### config.mk
export PLATFORM = sky130hd
export DESIGN_NAME = prefetch_buffer
export DESIGN_NICKNAME = d
export VERILOG_FILES = /design/src/rtl/prefetch_buffer.sv
export SDC_FILE = /design/constraint.sdc
export NUM_CORES = 1
export LEC_CHECK = 0
export CORE_MARGIN = 2
export CORE_UTILIZATION = 45
export DETAILED_ROUTE_END_ITERATION = 16
export PLACE_DENSITY = 0.76
export SYNTH_ARGS = -nofsm -noshare
export SYNTH_HDL_FRONTEND = slang
export SYNTH_SLANG_ARGS = --single-unit
### constraint.sdc
create_clock -name clk -period 4.9 [get_ports clk]
set_input_delay 1.225 -clock clk [delete_from_list [all_inputs] [get_ports clk]]
set_output_delay 1.225 -clock clk [all_outputs]
set_load 0.01 [all_outputs]
### src/rtl/prefetch_buffer.sv
// Instruction prefetch unit: pipelined word fetch with credit-based flow control,
// a small word FIFO, and realignment of mixed 16/32-bit instructions into a
// valid/ready stream for the decoder.
module prefetch_buffer #(
  parameter int unsigned FIFO_DEPTH      = 4,
  parameter int unsigned MAX_OUTSTANDING = 2
) (
  input  logic        clk,
  input  logic        reset,
  input  logic [31:0] boot_addr,
  input  logic        fetch_enable,
  input  logic        branch_valid,
  input  logic [31:0] branch_addr,
  output logic        out_valid,
  input  logic        out_ready,
  output logic [31:0] out_instr,
  output logic [31:0] out_pc,
  output logic        out_err,
  output logic        out_compressed,
  output logic        busy,
  output logic        instr_req,
  output logic [31:0] instr_addr,
  input  logic        instr_gnt,
  input  logic [31:0] instr_rdata,
  input  logic        instr_err,
  input  logic        instr_valid
);

  localparam int unsigned PtrW = (FIFO_DEPTH > 1) ? $clog2(FIFO_DEPTH) : 1;
  localparam int unsigned CntW = $clog2(FIFO_DEPTH + 1);
  localparam int unsigned OutW = $clog2(MAX_OUTSTANDING + 1);

  logic [31:0]     fetch_addr_q, fetch_addr_d;
  logic [31:0]     pc_q, pc_d;
  logic [OutW-1:0] outstanding_q, outstanding_d;
  logic [OutW-1:0] discard_q, discard_d;
  logic [PtrW-1:0] rptr_q, rptr_d, wptr_q, wptr_d;
  logic [CntW-1:0] count_q, count_d;
  logic [32:0]     fifo_mem [FIFO_DEPTH];

  logic [CntW-1:0] eff_count;
  logic            credit_ok;
  logic [31:0]     branch_word;
  logic            granted;
  logic            resp;
  logic            push;
  logic            pop;
  logic            handshake;
  logic [PtrW-1:0] nptr;
  logic [32:0]     head;
  logic [15:0]     half_lo;
  logic            is32;
  logic            straddle;
  logic            have_entries;
  logic [31:0]     pc_step;

  // Request issue: a redirect flushes the FIFO, so credit is computed against empty.
  always_comb begin
    eff_count   = branch_valid ? '0 : count_q;
    credit_ok   = (32'(outstanding_q) < MAX_OUTSTANDING) &&
                  (32'(eff_count) + 32'(outstanding_q) < FIFO_DEPTH);
    instr_req   = ~reset & fetch_enable & credit_ok;
    branch_word = {branch_addr[31:2], 2'b00};
    instr_addr  = branch_valid ? branch_word : fetch_addr_q;
    granted     = instr_req & instr_gnt;
    // A response with nothing in flight is a protocol violation and is ignored.
    resp        = instr_valid & (outstanding_q != '0);
    push        = resp & (discard_q == '0) & ~branch_valid & ~reset;
    busy        = ~reset & (outstanding_q != '0);
  end

  // Realignment of the instruction at pc from the FIFO head and the entry after it.
  always_comb begin
    nptr           = rptr_q + PtrW'(1);
    head           = fifo_mem[rptr_q];
    half_lo        = pc_q[1] ? head[31:16] : head[15:0];
    is32           = (half_lo[1:0] == 2'b11);
    straddle       = pc_q[1] & is32;
    if (is32) begin
      out_instr = {(straddle ? fifo_mem[nptr][15:0] : head[31:16]), half_lo};
    end else begin
      out_instr = {16'h0000, half_lo};
    end
    out_err        = head[32] | (straddle & fifo_mem[nptr][32]);
    out_compressed = ~is32;
    out_pc         = pc_q;
    have_entries   = straddle ? (count_q >= CntW'(2)) : (count_q != '0);
    out_valid      = have_entries & ~branch_valid & ~reset;
    handshake      = out_valid & out_ready;
    // The head word is finished once the instruction reaches its upper half.
    pop            = handshake & (pc_q[1] | is32);
    pc_step        = is32 ? 32'd4 : 32'd2;
  end

  // Next-state for addresses, counters and FIFO pointers; redirect wins over all.
  always_comb begin
    fetch_addr_d  = fetch_addr_q;
    pc_d          = pc_q;
    outstanding_d = outstanding_q + OutW'(granted) - OutW'(resp);
    discard_d     = discard_q;
    rptr_d        = rptr_q;
    wptr_d        = wptr_q;
    count_d       = count_q;
    if (branch_valid) begin
      fetch_addr_d = branch_word + (granted ? 32'd4 : 32'd0);
      pc_d         = branch_addr;
      // Everything still in flight is stale; this cycle's response is dropped already.
      discard_d    = outstanding_q - OutW'(resp);
      rptr_d       = '0;
      wptr_d       = '0;
      count_d      = '0;
    end else begin
      if (granted) begin
        fetch_addr_d = fetch_addr_q + 32'd4;
      end
      if (resp && (discard_q != '0)) begin
        discard_d = discard_q - OutW'(1);
      end
      if (push) begin
        wptr_d = wptr_q + PtrW'(1);
      end
      if (pop) begin
        rptr_d = rptr_q + PtrW'(1);
      end
      if (handshake) begin
        pc_d = pc_q + pc_step;
      end
      count_d = count_q + CntW'(push) - CntW'(pop);
    end
  end

  // State registers with synchronous reset.
  always_ff @(posedge clk) begin
    if (reset) begin
      fetch_addr_q  <= {boot_addr[31:2], 2'b00};
      pc_q          <= boot_addr;
      outstanding_q <= '0;
      discard_q     <= '0;
      rptr_q        <= '0;
      wptr_q        <= '0;
      count_q       <= '0;
    end else begin
      fetch_addr_q  <= fetch_addr_d;
      pc_q          <= pc_d;
      outstanding_q <= outstanding_d;
      discard_q     <= discard_d;
      rptr_q        <= rptr_d;
      wptr_q        <= wptr_d;
      count_q       <= count_d;
    end
  end

  // FIFO storage; contents need no reset since count gates validity.
  always_ff @(posedge clk) begin
    if (push) begin
      fifo_mem[wptr_q] <= {instr_err, instr_rdata};
    end
  end

endmodule

# After elaboration in Yosys (flattened, before gate mapping)
# Memory sizes are Yosys's and may differ from the RTL's. A register that Yosys moved wholly into a read port is not among the register bits.
# Cells that the tools add are included.
dict set report totals {
  ff_bits 75
  latchBits 0
  mem_bits_rw 132
  rom_bits 0
  inputBits 104
  output_inout_bits 101
  elab_cells 75
  n_memories 1
}
dict set report classes {
  add_sub_neg 12
  multipliers 0
  div_mod_pow 0
  order_cmp 3
  n_eq_ne 1
  shift 0
  n_mux 20
  n_bitwise 19
  reduce_logical 11
}
# memory depth width rd rd_clocked_by_memory_dff wr line_no
set mem_list {}
lappend mem_list {fifo_mem 4 33 2 1 1 39} ;# logic [32:0] fifo_mem [FIFO_DEPTH];
# cell count
set op_table {}
lappend op_table {{32-bit two-way mux} 8}
lappend op_table {{32-bit by 3-bit adder with 32-bit output} 2}
lappend op_table {{32-bit by 3-bit adder with 32-bit output (second input constant)} 1}
lappend op_table {{16-bit two-way mux} 2}
lappend op_table {{1-bit AND} 14}
lappend op_table {{3-bit two-way mux} 3}
lappend op_table {{3-bit nonzero test} 3}
lappend op_table {{2-bit two-way mux} 4}
lappend op_table {{2-bit nonzero test} 4}
lappend op_table {{2-bit by 1-bit adder with 2-bit output (second input constant)} 2}
lappend op_table {{3-bit by 2-bit adder with 4-bit output} 1}
lappend op_table {{4-bit by 3-bit < comparator with 1-bit output (second input constant)} 1}
lappend op_table {{2-bit by 1-bit subtractor with 2-bit output} 2}
lappend op_table {{3-bit by 1-bit adder with 3-bit output} 1}
lappend op_table {{3-bit by 2-bit greater-or-equal comparator with 1-bit output (second input constant)} 1}
lappend op_table {{1-bit two-way mux} 3}
lappend op_table {{1-bit inverter} 3}
lappend op_table {{3-bit by 1-bit subtractor with 3-bit output} 1}
lappend op_table {{2-bit by 1-bit adder with 2-bit output} 1}
lappend op_table {{2-bit equality test (second input constant)} 1}
lappend op_table {{1-bit logical AND} 2}
lappend op_table {{2-bit zero test} 1}
lappend op_table {{2-bit < comparator (second input constant)} 1}
lappend op_table {{1-bit bitwise OR} 2}
lappend op_table {{2 further kinds} 2}

# Longest topological paths before layout
dict set report logic_depth {
  depth_word 10
  depth_mapped 19
  mapped_depth_nobuf 16
}

# Worst setup path before layout
# No wires, ideal clock.
dict set report synth_path {
  path_kind {input to register}
  from {input port branch_valid}
  to {register fetch_addr_q[18] (data pin)}
  setup_ps 261
  arrival_ps 4404
  t_required_ps 4639
  path_slack_ps 235
  cell_stages 15
  n_path_buf 3
  cell_sequence {clkbuf_1 clkbuf_1 clkbuf_1 nor2_1 ha_1 nor4b_1 o21a_1 nand2_1 inv_1 ha_1 nand4_1 nor4_1 nand4_1 xnor2_1 a221o_1}
}
dict set report synth_via {
  elab_chain_cells 10
}
# item line_no
set synth_rtl {}
lappend synth_rtl {{start: declaration} 12} ;# input logic branch_valid,
lappend synth_rtl {{3-bit two-way mux} 59} ;# eff_count = branch_valid ? '0 : count_q;
lappend synth_rtl {{3-bit by 2-bit adder with 4-bit output} 61} ;# (32'(eff_count) + 32'(outstanding_q) < FIFO_DEPTH);
lappend synth_rtl {{4-bit by 3-bit < comparator with 1-bit output} 61}
lappend synth_rtl {{1-bit logical AND} 60} ;# credit_ok = (32'(outstanding_q) < MAX_OUTSTANDING) &&
lappend synth_rtl {{1-bit AND} 62} ;# instr_req = ~reset & fetch_enable & credit_ok;
lappend synth_rtl {{net instr_req} 21} ;# output logic instr_req,
lappend synth_rtl {{1-bit AND} 65} ;# granted = instr_req & instr_gnt;
lappend synth_rtl {{3-bit two-way mux} 105} ;# fetch_addr_d = branch_word + (granted ? 32'd4 : 32'd0);
lappend synth_rtl {{32-bit by 3-bit adder with 32-bit output} 105}
lappend synth_rtl {{32-bit two-way mux} 104} ;# if (branch_valid) begin
lappend synth_rtl {{32-bit two-way mux} 134} ;# if (reset) begin
lappend synth_rtl {{end signal: assignment} 135} ;# fetch_addr_q <= {boot_addr[31:2], 2'b00};
lappend synth_rtl {{end signal: assignment} 143} ;# fetch_addr_q <= fetch_addr_d;
lappend synth_rtl {{end: declaration} 33} ;# logic [31:0] fetch_addr_q, fetch_addr_d;
# The timed path passes the listed nets, and every way through them passes these cells.
# A chain may end at the register's enable or synchronous reset.

==> metrics.txt <==
status=finished clean; Worst path depth=10; RSZ-0062 raised after global routing=false; critical-path maximum fanout=17; Num CTS Buffers=24; Critical Path Slowest Stage Cell=clkdlybuf4s50_1; endpoints failing hold=0; max frequency=0.226 GHz; top_reg_cell synth=edfxtp_1; Clock Sink Count=209; Clock power frac=0.389; pin count of the biggest net entering global routing=73; worst path cell trace=mux4_2 > nand2_1 > nand2_1 > nand2_1 > inv_1 > ha_1 > buf_4 > mux2i_1 > nor2_1 > clkdlybuf4s50_1; synth warn=0; 1st-pass router iterations=6; synthesized net count=1066; PwrDens=320 mW/mm^2; Total GRT Usage=0.241; initial antenna violation count=1; Die Span X=164 microns; clk buf depth=3; CP endpoint kind=output port; area leader, netlist=edfxtp_1; Crit path buffers/inverters=3; share of flip-flops with an asynchronous set or reset=0; clock skew=0.0234 ns; library cells used by synthesis=61; max-slew violation count=0; Worst VDD drop=0.000292 V; PostCTS Resize Cnt=0; top-area cell type share of the netlist area=0.507; # IOs=205; placed cells=1446; critical path's largest stage delay=0.58 ns; most common cell after layout, fill and taps aside=clkdlybuf4s50_1; GPL Wtd Cong=0.867; startpoint of the worst hold path=fetch_addr_q[1]; synthesized flop and latch total=209; Required @ worst endpoint=3.67 ns; worst-margin pin slew=0.841 ns; Cell Count, Final, Fillers Out=1490; IO Port Bufs=204; Routed Wire Length=32.6 mm; die height=164 microns; largest delay contributor family on the critical path=buffers and inverters; Psw=1.18 mW; Core ar.=0.0251 sq mm; Die ar.=0.0268 sq mm; Final ANT Viol Nets=0; Internal=3.54 mW; post-synthesis sequential area ratio=0.533; CTS tree=built; WS Path Type=flop to output port; Nets=1267; Avg Inst Size Synth=12.2 sq um; DR vias/cell=5.94; Synth Instances=941; clock-pin slew on the worst setup and hold paths=0.06 ns; CP Launch Type=flop; fraction of layout cells with a size suffix above 1=0.127; Area Overhead vs Synth=28.2%; Max-cap violations=0; Initial Util=0.457; Tmin final=4.42 ns; via count of the routed design=8847; Final Power=4.71 mW; WL/cell=21.9 microns; setup violators final=0; Setup TNS=0 ns; EDFF count, synth=194; remaining global-route overflow=0; Hold Path Depth=1; Syn Std Cell Area=0.0115 sq mm; clock root buffer=clkbuf_16; Switching Share=0.250; relative slew slack=0.435; Worst EP arrival=3.19 ns; CP dominant cell by count=nand2_1; hold buffer count at CTS=0; register-to-register setup slack=1.23 ns; fin crit share=0.902; worst r2r path cells=13; number of global-route vias before repair=8919; layout filler cell count=2049; share of power burned in registers=0.453; Critical R2R Capture=out_pc[27]; latest clock arrival within the worst-skew pair=0.53 ns; worst slack, placed=0.457 ns; H-tree depth=1; part of the power in combinational logic=0.158; Iteration-0 DRC Markers=973; most frequent cells in the layout=202 x clkdlybuf4s50_1, 194 x edfxtp_1, 129 x nand2_1, 58 x nor2_1, 50 x mux4_2; first-pass GRT wire length=49.9 mm; Final WS setup=0.481 ns; Leakage=5.00 nW; DP HPWL=22.6 mm; DRC viols=0; type of the worst min-delay path=flop to flop; Site Rows=58; largest cells by area after synthesis=edfxtp_1 51%, mux4_2 9.8%, nand2_1 4.2%; hold endpoint=fetch_addr_q[1]; post-CTS setup buffer count=0
cells in the mapped netlist, types with 4 or more instances:
cell type and instances:
buf_1 5, mux2_2 24, a31oi_1 4, a21oi_1 16
ha_1 19, clkbuf_1 39, o21a_1 4, nor3_1 12
xnor2_1 42, nor4_1 10, xor2_1 30, or4_1 5
a22oi_1 4, and4_1 8, buf_2 9, o221ai_1 7
nor2b_1 6, nand2_1 129, mux4_2 50, mux2i_1 26
a221o_1 6, o211ai_1 14, nor2_1 59, nand3_1 40
dfxtp_1 15, and2_1 12, inv_1 28, o21ai_0 35
and3_1 12, edfxtp_1 194, nand4_1 26, or3_1 6
kinds of logic after synthesis:
logic type,synth area share
mux,0.144
compound gates,0.0671
buf+inv,0.0278
flops,0.533
fa+ha+maj,0.0242
simple gates,0.148
xor+xnor,0.0549
power groups by stage:
stage	Clock, mW	Combinational, mW	Sequential [mW]
2_1_floorplan	0	0.343	2.16
3_3_place_gp	0	0.731	2.17
3_5_place_dp	0	0.739	2.17
4_1_cts	1.86	0.746	2.13
5_1_grt	1.93	0.805	2.15
6_report	1.83	0.744	2.14
routing by layer:
layer  vias up  GRT usage  share of wire
li1       3989          -              -
met3        92     0.0543          0.098
met1      4294      0.299           0.37
met4         0     0.0981          0.041
met5         -          0              0
met2       472      0.411           0.49
metrics by stage:
stage,utilization,area [sq um],hold slack (ns)
6_report,0.587,14700,0.450
5_1_grt,0.586,14700,0.504
4_1_cts,0.586,14700,0.455
3_5_place_dp,0.554,13900,0.440
3_3_place_gp,0.554,13900,0.437
2_1_floorplan,-,11500,0.421
how the worst max path moves through the flow:
stage            startpoint               end  slack (ns)
5_1_grt                flop     out_instr[24]        0.27
6_report               flop     out_instr[29]        0.48
2_1_floorplan  branch_valid  fetch_addr_q[18]        0.24
3_5_place_dp   fetch_enable  fetch_addr_q[18]        0.46
3_3_place_gp   fetch_enable  fetch_addr_q[18]        0.55
4_1_cts                flop     out_instr[29]        0.43
sequential cells by signal, indices dropped and copies added (netlist names), named ones only:
name,count
fifo_mem,132
discard_q,2
fetch_addr_q,32
count_q,3
out_pc,32
wptr_q,2
outstanding_q,2
rptr_q,2
cell type report:
cell class,count,area (sq um),area share
timing repair buffer,228,2220,0.151
tap,330,413,0.0280
antenna,1,2.50,0.000170
multi-input combinational,650,5040,0.343
inverter,29,109,0.00739
sequential,209,6130,0.416
clock inverter,12,180,0.0122
clock buffer,31,627,0.0426
No activity file was read; power rests on OpenSTA's default activity.
